[config.mk]
export PLATFORM = sky130hd
export DESIGN_NAME = sync_fifo_flags
export DESIGN_NICKNAME = d
export VERILOG_FILES = /design/src/rtl/sync_fifo_flags.sv
export SDC_FILE = /design/constraint.sdc
export NUM_CORES = 1
export LEC_CHECK = 0
export ABC_AREA = 1
export BUFFER_PORTS_ARGS = -buffer_cell sky130_fd_sc_hd__buf_2
export CORE_AREA = 2 2 84 86
export DETAILED_ROUTE_END_ITERATION = 7
export DIE_AREA = 0 0 86 88
export PLACE_DENSITY = 0.78
export SYNTH_ARGS = -nofsm -noshare
export SYNTH_HDL_FRONTEND = slang
export SYNTH_SLANG_ARGS = --single-unit
[constraint.sdc]
create_clock -name clk -period 5.4 [get_ports clk]
set_input_delay 0.54 -clock clk [delete_from_list [all_inputs] [get_ports clk]]
set_output_delay 0.54 -clock clk [all_outputs]
set_load 0.05 [all_outputs]
[src/rtl/sync_fifo_flags.sv]
// sync_fifo_flags: parametrised single-clock FIFO with occupancy count,
// almost-full/almost-empty thresholds and sticky overflow/underflow flags.
// Optional macro FIFO_FWFT_EN selects first-word-fall-through reads;
// without it reads are registered with one cycle of latency.
module sync_fifo_flags #(
  parameter int DEPTH      = 8,
  parameter int DATA_WIDTH = 8,
  parameter int AF_THRESH  = 6,
  parameter int AE_THRESH  = 1
) (
  input  logic                     clk,
  input  logic                     rst,
  input  logic                     wren,
  input  logic [DATA_WIDTH-1:0]    i_data,
  input  logic                     rden,
  output logic [DATA_WIDTH-1:0]    o_data,
  output logic                     o_valid,
  output logic                     full,
  output logic                     empty,
  output logic                     almost_full,
  output logic                     almost_empty,
  output logic [$clog2(DEPTH):0]   count,
  input  logic                     clr_err,
  output logic                     overflow,
  output logic                     underflow
);

  localparam int AW = $clog2(DEPTH);

  localparam logic [AW-1:0] PTR_ONE  = AW'(1);
  localparam logic [AW:0]   CNT_ONE  = (AW+1)'(1);
  localparam logic [AW:0]   CNT_FULL = (AW+1)'(DEPTH);
  localparam logic [AW:0]   CNT_AF   = (AW+1)'(AF_THRESH);
  localparam logic [AW:0]   CNT_AE   = (AW+1)'(AE_THRESH);

  logic [DATA_WIDTH-1:0] mem [DEPTH];

  logic [AW-1:0] wr_ptr_q, wr_ptr_d;
  logic [AW-1:0] rd_ptr_q, rd_ptr_d;
  logic [AW:0]   count_q,  count_d;
  logic          overflow_q, overflow_d;
  logic          underflow_q, underflow_d;
  logic          rd_acc, wr_acc;

  // Status flags decoded from the registered occupancy
  assign count        = count_q;
  assign full         = (count_q == CNT_FULL);
  assign empty        = (count_q == '0);
  assign almost_full  = (count_q >= CNT_AF);
  assign almost_empty = (count_q <= CNT_AE);
  assign overflow     = overflow_q;
  assign underflow    = underflow_q;

  // Request acceptance, pointer/count advance and sticky error update
  always_comb begin
    rd_acc      = rden & ~empty;
    // A write into a full FIFO is taken when a read frees the slot this cycle
    wr_acc      = wren & (~full | rd_acc);
    wr_ptr_d    = wr_ptr_q;
    rd_ptr_d    = rd_ptr_q;
    count_d     = count_q;
    if (wr_acc) wr_ptr_d = wr_ptr_q + PTR_ONE;
    if (rd_acc) rd_ptr_d = rd_ptr_q + PTR_ONE;
    case ({wr_acc, rd_acc})
      2'b10:   count_d = count_q + CNT_ONE;
      2'b01:   count_d = count_q - CNT_ONE;
      default: count_d = count_q;
    endcase
    // A new error in the same cycle as clr_err keeps the flag set
    overflow_d  = (wren & ~wr_acc) | (overflow_q & ~clr_err);
    underflow_d = (rden & empty) | (underflow_q & ~clr_err);
  end

  // Control state registers
  always_ff @(posedge clk) begin
    if (rst) begin
      wr_ptr_q    <= '0;
      rd_ptr_q    <= '0;
      count_q     <= '0;
      overflow_q  <= 1'b0;
      underflow_q <= 1'b0;
    end else begin
      wr_ptr_q    <= wr_ptr_d;
      rd_ptr_q    <= rd_ptr_d;
      count_q     <= count_d;
      overflow_q  <= overflow_d;
      underflow_q <= underflow_d;
    end
  end

  // Storage array, not reset; writes suppressed during reset
  always_ff @(posedge clk) begin
    if (!rst && wr_acc) mem[wr_ptr_q] <= i_data;
  end

`ifdef FIFO_FWFT_EN
  // Head word shown combinationally; rden pops it
  assign o_data  = mem[rd_ptr_q];
  assign o_valid = ~empty;
`else
  logic [DATA_WIDTH-1:0] o_data_q, o_data_d;
  logic                  o_valid_q, o_valid_d;

  assign o_data  = o_data_q;
  assign o_valid = o_valid_q;

  // Capture the popped word; o_valid pulses for one cycle per accepted read
  always_comb begin
    o_data_d  = o_data_q;
    o_valid_d = rd_acc;
    if (rd_acc) o_data_d = mem[rd_ptr_q];
  end

  // Registered read data path
  always_ff @(posedge clk) begin
    if (rst) begin
      o_data_q  <= '0;
      o_valid_q <= 1'b0;
    end else begin
      o_data_q  <= o_data_d;
      o_valid_q <= o_valid_d;
    end
  end
`endif

endmodule

==> flow_summary.ini, run 1 <==
[cts]
clockBufferDepth = 2
htreeDepth = 3
cts_resized = 0
cts_sinks = 85
postCtsSetupBuffers = 0
cts_hold_buf = 0
clk_latency_ns = 0.36
cts_buffers = 9
clk_pin_slew_ns = 0.08
cts_root_buf = clkbuf_8
cts_tree = yes

[setup_path]
worstPathRequired_ns = 5.39
worstRegToRegCells = 9
worstPathMaxFanout = 8
cp_num_buf_inv = 3
cp-end-kind = flip-flop
crit_family = simple AND/OR/NAND/NOR gates
crit_path_max_incr_delay_ns = 0.63
path_depth = 9
crit_slowest_cell = nor2_1
critical_path_class = reg2reg
start_kind = flip-flop
path_cells = inv_1, ha_1, nand3_2, inv_2, nand2_2, nand2_2, inv_2, nand3_2, nor2_1
cp.arrival_ns = 2.43

[global_routing]
grt_usage_pct = 23.3
met3_usage_pct = 5.37
grt_remaining_overflow = 0
antenna_found_initial = 0
busiest_layer = met2
grt_max_degree = 35
grt_use_met2_pct = 36.9
grt_use_met1_pct = 30.7
grt_pass1_wl_mm = 12.7
grt_pass1_vias = 2588

[sta]
slew_violations = 0
fin_hold_ws_ns = 0.449
fin_worst_skew_ns = 0.00905
setup_violations = 0
period_share_pct = 45.2
fmax_mhz = 410
rsz0062_at_grt = no
hold_violations = 0
tightestPinTransition_ns = 1.09
slew_headroom_pct = 27.1
fin_crit_ns = 2.44
fin_setup_tns_ns = 0

[power_and_ir_drop]
p_int_mw = 1.15
clock_power_share_pct = 26.9
p_leak_nw = 1.87
power_mw = 1.83
switching_share_pct = 37.1
peakVddDrop_uv = 228
powerDensity_nw_per_um2 = 431
combPwrFrac_pct = 28.9
power_frac_seq_pct = 44.2
power.switching_mw = 0.677

[synthesis]
synthCells = 404
synth_common_cells = 110 x nand2_1, 64 x edfxtp_1, 63 x inv_1
yosys.area.top_type = edfxtp_1
synth_edf_count = 64
synth.most_common_cell = nand2_1
synth_cell_type_count = 28
yosysSeqAreaShare_pct = 60.8
ys.flop_type = edfxtp_1
synth.area.top_cells = edfxtp_1 50%, dfxtp_1 11%, nand2_1 11%
ys_ff_latch = 85
synth_nets = 423
async_flop_share_pct = 0
syn_avg_cell_area_um2 = 9.53
synth.top_cell.area_share_pct = 49.9
yosys_warnings = 0
syn_area_um2 = 3850

[die]
start_util_pct = 57.9
rows = 30
chipWidth_um = 86
die_y_um = 88
ios = 32
die_area_um2 = 7570
core_area_um2 = 6640

[route]
viasPerCell = 5.44
wl_per_cell_um = 15.7
num_vias = 2808
drcViolationCount = 0
firstDrtPassIters = 6
drt_iter0_drc = 380
antenna_left = 0
routed_wl_mm = 8.08

[final_layout]
areaGrowthSynthToFinish_pct = 10.0
diodes = 0
regArea_um2 = 2340
fillers = 545
fin_nets = 450
multi_input_area_um2 = 1140
finish.utilization_pct = 63.8
drive_gt1_share_pct = 16.1

[placement]
portBuffers = 31
hpwl_mm = 5.79
gp_congestion = 1.01

[worst_hold_path]
hold_depth = 4
min_path_type = in2reg

[outcome]
status = completed

[flow_run]
cap_violations = 0
per-stage QoR:
| stage | std cells | worst slack, ns | area [um2] |
|---|---|---|---|
| CTS | 516 | 2.96 | 4240 |
| detailed placement | 500 | 2.97 | 4020 |
| global route | 516 | 2.80 | 4240 |
| floorplan | 404 | 2.75 | 3850 |
| global placement | 500 | 3.05 | 4020 |
| finish | 516 | 2.96 | 4240 |
kinds of logic (layout without fill, tap and decap cells):
kind of cell	count (synthesis)	in the layout	synth area share, %
buf+inv	88	120	9.46
compound gates	22	22	2.92
xor+xnor	3	3	0.683
simple gates	200	200	24.1
flops	85	85	60.8
fa+ha+maj	6	6	1.95
per-layer routing:
layer  share of wire, %  vias to the layer above
met3                7.0                       30
li1                   -                     1353
met1                 42                     1309
met5                  0                        -
met4                3.6                        0
met2                 47                      116
placed cells by master, fill, tap and decap left out, types with 5 or more instances in the layout:
cell type / instances
nor3_2: 5
dfxtp_1: 21
ha_1: 6
inv_2: 8
nand3_1: 54
nand2_1: 110
a21oi_1: 13
buf_2: 31
edfxtp_1: 64
inv_1: 63
clkbuf_8: 9
nor2_1: 17
sequential cells by signal, summed over array words and instances, names as in the netlist:
register / count
o_valid: 1
wr_ptr_q: 3
overflow: 1
o_data: 8
underflow: 1
count: 4
rd_ptr_q: 3
mem: 64
layout make-up:
type / instances / area share [%]
Clock inverter: 7 / 2.30
Inverter: 73 / 6.47
Clock buffer: 9 / 2.92
Timing Repair Buffer: 31 / 3.66
Sequential cell: 85 / 55.3
Tap cell: 80 / 2.36
Multi-Input combinational cell: 231 / 27.0
power groups by stage:
stage / sequential, mW / clock [mW] / combinational (mW)
floorplan: 0.876 / 0 / 0.367
global placement: 0.819 / 0 / 0.517
detailed placement: 0.821 / 0 / 0.524
CTS: 0.806 / 0.498 / 0.526
global route: 0.816 / 0.527 / 0.581
finish: 0.807 / 0.492 / 0.527
worst reg2reg max path: stages (launching register included):
cell,delay (ns)
dfxtp_1,0.49
inv_1,0.15
ha_1,0.27
nand3_2,0.14
inv_2,0.05
nand2_2,0.06
nand2_2,0.09
inv_2,0.09
nand3_2,0.10
nor2_1,0.63
path summary, 6_finish.rpt:
kind / slack (ns) / end / startpoint
max: 2.96 / mem[1][3]$_DFFE_PP_ / count[1]$_SDFFE_PP0P_
min: 0.45 / overflow$_SDFF_PP0_ / clr_err
max reg2reg: 2.96 / mem[1][3]$_DFFE_PP_ / count[1]$_SDFFE_PP0P_
min reg2reg: 0.47 / o_data[6]$_SDFFE_PP0P_ / o_data[6]$_SDFFE_PP0P_
No activity file was read; power rests on OpenSTA's default activity.
==> run 2, diff against run 1 <==
==> constraint.sdc (replaced) <==
create_clock -name clk -period 2.3 [get_ports clk]
set_input_delay 0.23 -clock clk [delete_from_list [all_inputs] [get_ports clk]]
set_output_delay 0.23 -clock clk [all_outputs]
set_load 0.05 [all_outputs]
==> run 2 against run 1 <==
Hold slack lost 0.30 ns. Critical path depth grew 1. First-iteration DRC count shrank 7.6%. Clock-buffer cell count grew 2. Sequential cell count is the same. Design area grew 0.92%. Die area is the same. Fmax grew 25%. Sequential power grew 130%. Via count shrank 1.2%. Core utilization grew 0.58 points. Power grew 130%.
==> flow_summary.ini, run 2 (same netlist as run 1, synthesis figures left out) <==
[cts]
cts_buffers = 9
cts_root_buf = clkbuf_8
cts_hold_buf = 0
clockBufferDepth = 2
clk_latency_ns = 0.35
cts_sinks = 85
cts_resized = 0
cts_tree = yes
postCtsSetupBuffers = 0
htreeDepth = 3
clk_pin_slew_ns = 0.08

[setup_path]
worstPathRequired_ns = 2.37
cp_num_buf_inv = 4
worstPathMaxFanout = 8
critical_path_class = reg2reg
r2r-end = mem[3][5]$_DFFE_PP_
crit_path_max_incr_delay_ns = 0.38
worstRegToRegCells = 10
crit_family = simple AND/OR/NAND/NOR gates
path_cells = inv_1, ha_1, nand3_2, inv_2, nand2_2, nand2_2, inv_2, nand3_2, nor2_1, buf_4
reg2reg_from = count[0]$_SDFFE_PP0P_
cp.arrival_ns = 2.02
cp-end-kind = flip-flop
r2r_setup_slack_ns = 0.34
crit_slowest_cell = dfxtp_2
start_kind = flip-flop

[worst_hold_path]
holdCritStartpoint = clr_err
hold_depth = 4
min_path_type = in2reg
hold_end = underflow$_SDFF_PP0_

[global_routing]
grt_use_met1_pct = 30.4
antenna_found_initial = 0
grt_pass1_wl_mm = 12.6
met3_usage_pct = 5.28
grt_max_degree = 35
grt_usage_pct = 22.9
busiest_layer = met2
grt_remaining_overflow = 0
grt_use_met2_pct = 37.0
grt_pass1_vias = 2509

[final_layout]
fin_nets = 460
drive_gt1_share_pct = 17.9
multi_input_area_um2 = 1140
areaGrowthSynthToFinish_pct = 11.0
final_cell_mix = 110 x nand2_1, 64 x edfxtp_1, 63 x inv_1
fin_cells = 526
diodes = 0
final_common_cell = nand2_1
regArea_um2 = 2340
top_register = mem
fillers = 537
largest_register_ffs = 64

[sta]
fin_crit_ns = 1.96
slew_violations = 0
fin_worst_skew_ns = 0.00549
fin_setup_tns_ns = 0
setup_violations = 0
period_share_pct = 85.0
slew_headroom_pct = 64.7
fmax_mhz = 511
hold_violations = 0
layout_setup_ws_ns = 0.344
tightestPinTransition_ns = 0.529
rsz0062_at_grt = no

[power_and_ir_drop]
powerDensity_nw_per_um2 = 975
peakVddDrop_uv = 347
p_leak_nw = 1.91
power_mw = 4.17

[placement]
hpwl_mm = 5.70
gp_congestion = 0.967
pre_cts_ws_ns = 0.363
place_inst = 510
portBuffers = 31

[flow_run]
cap_violations = 0

[route]
routed_wl_mm = 8.16
wl_per_cell_um = 15.5
antenna_left = 0
drcViolationCount = 0
viasPerCell = 5.28
num_vias = 2775
firstDrtPassIters = 6
drt_iter0_drc = 351

[die]
chipWidth_um = 86
core_area_um2 = 6640
ios = 32
rows = 30
start_util_pct = 57.9
die_y_um = 88
die_area_um2 = 7570

[outcome]
status = completed
-- run 2: through the flow --
step	area (um2)	utilization, %	hold WS [ns]
floorplan	3850	-	0.299
global placement	4090	61.6	0.451
detailed placement	4090	61.6	0.456
CTS	4280	64.4	0.146
global route	4280	64.4	0.184
finish	4280	64.4	0.153
-- run 2: metal layers --
| layer | up-vias | part of all wire [%] | routed length [um] |
|---|---|---|---|
| li1 | 1368 | - | - |
| met1 | 1268 | 44 | 3610 |
| met2 | 117 | 47 | 3840 |
| met3 | 22 | 6.4 | 520 |
| met4 | 0 | 2.3 | 188 |
| met5 | - | 0 | 0 |
-- run 2: worst max path at each step --
stage,start,end,cells after the start
floorplan,count[0]$_SDFFE_PP0P_,mem[1][0]$_DFFE_PP_,9
global placement,count[0]$_SDFFE_PP0P_,mem[3][6]$_DFFE_PP_,10
detailed placement,count[0]$_SDFFE_PP0P_,mem[7][7]$_DFFE_PP_,10
CTS,count[0]$_SDFFE_PP0P_,mem[3][5]$_DFFE_PP_,10
global route,count[0]$_SDFFE_PP0P_,mem[7][2]$_DFFE_PP_,10
finish,count[0]$_SDFFE_PP0P_,mem[3][5]$_DFFE_PP_,10
-- run 2: power breakdown --
part / switching [mW] / internal [mW] / leakage [nW] / total (mW)
clock network: 0.507 / 0.495 / 0.0907 / 1.00
registers: 0.100 / 1.75 / 0.751 / 1.85
logic: 0.966 / 0.353 / 1.06 / 1.32
total: 1.57 / 2.60 / 1.91 / 4.17
-- run 2: area by class of cell --
cell class              instances  share of cell area (%)
multi-input cells             231                    26.7
flip-flops and latches         85                    54.8
inverters                      73                    6.41
clock buffers                  11                    3.07
clock inverters                 5                    1.20
repair buffers                 41                    5.38
well taps                      80                    2.34
-- run 2: worst register-to-register path: cells and delay by family, from the launching register on --
family	cells	cell delay (ns)
flip-flops	1	0.38
AND/OR/NAND/NOR	5	0.55
buffers and inverters	4	0.45
adder cells (fa/ha/maj)	1	0.29
==> run 3, diff against run 2 <==
==> config.mk (replaced) <==
export PLATFORM = sky130hd
export DESIGN_NAME = sync_fifo_flags
export DESIGN_NICKNAME = d
export VERILOG_FILES = /design/src/rtl/sync_fifo_flags.sv
export SDC_FILE = /design/constraint.sdc
export NUM_CORES = 1
export LEC_CHECK = 0
export ABC_AREA = 0
export BUFFER_PORTS_ARGS = -buffer_cell sky130_fd_sc_hd__buf_2
export CORE_AREA = 2 2 82 84
export DETAILED_ROUTE_END_ITERATION = 7
export DIE_AREA = 0 0 84 86
export PLACE_DENSITY = 0.76
export SYNTH_ARGS = -nofsm -noshare
export SYNTH_HDL_FRONTEND = slang
export SYNTH_SLANG_ARGS = --single-unit
==> run 3 against run 2 <==
Via count shrank 18%. Fmax shrank 2.9%. Global-route usage shrank 2.1 points. Critical path type unchanged. Highest routed layer unchanged.
==> flow_summary.ini, run 3 <==
[outcome]
status = completed

[final_layout]
largest_register_ffs = 64
top_register = mem
diodes = 0
drive_gt1_share_pct = 23.3
fin_nets = 332
final_common_cell = edfxtp_1
final_cell_mix = 64 x edfxtp_1, 33 x mux2i_1, 31 x buf_2
areaGrowthSynthToFinish_pct = 15.0
fin_cells = 395
stdcell_area_um2 = 4090

[setup_path]
crit_slowest_cell = dfxtp_2
path_cells = inv_1, ha_1, nand3b_2, buf_4, o21a_1, nand2_1, nor2_1, buf_4
cp_num_buf_inv = 3
r2r_setup_slack_ns = 0.29
cp-end-kind = flip-flop
start_kind = flip-flop
crit_family = simple AND/OR/NAND/NOR gates
crit_top_cell = buf_4
crit_path_max_incr_delay_ns = 0.41
critical_path_class = reg2reg
worstPathRequired_ns = 2.36
cp.arrival_ns = 2.07
worstPathMaxFanout = 8

[die]
rows = 29
core_area_um2 = 6280
chipWidth_um = 84
ios = 32
die_area_um2 = 7220
start_util_pct = 56.6
die_y_um = 86

[route]
viasPerCell = 5.78
wl_per_cell_um = 18.1
routed_wl_mm = 7.14
drt_iter0_drc = 189
wl_met2_mm = 3.46
firstDrtPassIters = 4
wl_met1_mm = 2.96
drcViolationCount = 0
wl_met3_um = 573
num_vias = 2283
antenna_left = 0
highest_layer = met4

[global_routing]
grt_usage_pct = 20.8
grt_pass1_wl_mm = 11.0
grt_pass1_vias = 2080
grt_max_degree = 19
antenna_found_initial = 0
grt_remaining_overflow = 0

[cts]
clk_latency_ns = 0.35
cts_hold_buf = 0
clk_pin_slew_ns = 0.10
cts_buffers = 9
cts_tree = yes
clockBufferDepth = 2
cts_sinks = 85
htreeDepth = 3
cts_root_buf = clkbuf_8

[synthesis]
yosys_warnings = 0
synth_adder_area_share_pct = 2.11
synth_xor_area_share_pct = 1.23
synth_top_family_by_area = simple AND/OR/NAND/NOR gates
ys_ff_latch = 85
async_flop_share_pct = 0
synth_compound_area_share_pct = 9.05
muxShareOfSynthArea_pct = 9.30
synth.top_cell.area_share_pct = 54.1
yosys.area_share.simple_pct = 9.65
synthCells = 270
synth_nets = 289
synth_edf_count = 64
synth_cell_type_count = 40
ys.flop_type = edfxtp_1
synth.most_common_cell = edfxtp_1
synth_common_cells = 64 x edfxtp_1, 33 x mux2i_1, 21 x dfxtp_1
yosysSeqAreaShare_pct = 65.9
syn_area_um2 = 3550
syn_avg_cell_area_um2 = 13.2
synth.area.top_cells = edfxtp_1 54%, dfxtp_1 12%, mux2i_1 9.3%
yosys.area.top_type = edfxtp_1

[power_and_ir_drop]
peakVddDrop_uv = 1020
powerDensity_nw_per_um2 = 1140
power_mw = 4.66
p_leak_nw = 1.41

[placement]
place_inst = 379
gp_congestion = 0.895
hpwl_mm = 5.01
dpl-instance-area_um2 = 3870
portBuffers = 31

[sta]
slew_violations = 0
period_share_pct = 87.5
hold_violations = 0
fmax_mhz = 497
fin_worst_skew_ns = 0.0163
fin_crit_ns = 2.01
fin_setup_tns_ns = 0
tightestPinTransition_ns = 0.640
slew_headroom_pct = 57.1
rsz0062_at_grt = no
setup_violations = 0

[flow_run]
cap_violations = 0

[worst_hold_path]
min_path_type = in2reg
-- run 3: cell types whose count changed after synthesis, sizes merged, moves of 3 or more --
| cell | change |
|---|---|
| nand2 | -99 |
| nand2b | +5 |
| or3 | +3 |
| mux2i | +33 |
| o22ai | +14 |
| inv | -66 |
| nor2b | +5 |
| nand3 | -54 |
| o21ai | +7 |
| clkbuf | +3 |
-- run 3: cell families after synthesis --
group,Yosys count
flops,85
simple gates,66
compound gates,54
mux,33
buf+inv,21
fa+ha+maj,6
xor+xnor,5
-- run 3: what timing repair did --
| item | CTS | global route |
|---|---|---|
| buffers inserted | 0 | 0 |
| setup endpoints to repair | 0 | 16 |
| gates resized for setup | 0 | 2 |
-- run 3: routing by layer --
metal	global-route usage (%)	vias up
li1	-	1094
met1	27.5	1069
met2	32.7	109
met3	6.35	11
met4	8.36	0
met5	0	-
-- run 3: final timing paths --
kind,from,endpoint,cells after the start
max,count[1]$_SDFFE_PP0P_,mem[7][1]$_DFFE_PP_,8
min,rst,wr_ptr_q[0]$_SDFFE_PP0P_,2
max reg2reg,count[1]$_SDFFE_PP0P_,mem[7][1]$_DFFE_PP_,8
min reg2reg,o_data[0]$_SDFFE_PP0P_,o_data[0]$_SDFFE_PP0P_,2
-- run 3: cell type report --
class,instances,area [um2]
flip-flops and latches,85,2350
fillers,467,2190
multi-input cells,164,1120
repair buffers,48,295
clock buffers,9,124
well taps,77,96.3
clock inverters,7,81.3
inverters,5,18.8
-- run 3: stage by stage --
| step | hold slack, ns | util, % | setup WS [ns] |
|---|---|---|---|
| global route | 0.171 | 65.1 | 0.138 |
| floorplan | 0.329 | - | 0.0876 |
| finish | 0.169 | 65.1 | 0.287 |
| CTS | 0.160 | 64.9 | 0.0622 |
| detailed placement | 0.450 | 61.7 | 0.0841 |
| global placement | 0.440 | 61.7 | 0.187 |
-- run 3: power breakdown --
group | total [mW] | internal (mW) | leakage, nW | switching, mW
sequential | 1.89 | 1.78 | 0.751 | 0.102
clock | 1.07 | 0.516 | 0.0944 | 0.553
combinational | 1.71 | 0.556 | 0.568 | 1.15
total | 4.66 | 2.86 | 1.41 | 1.81
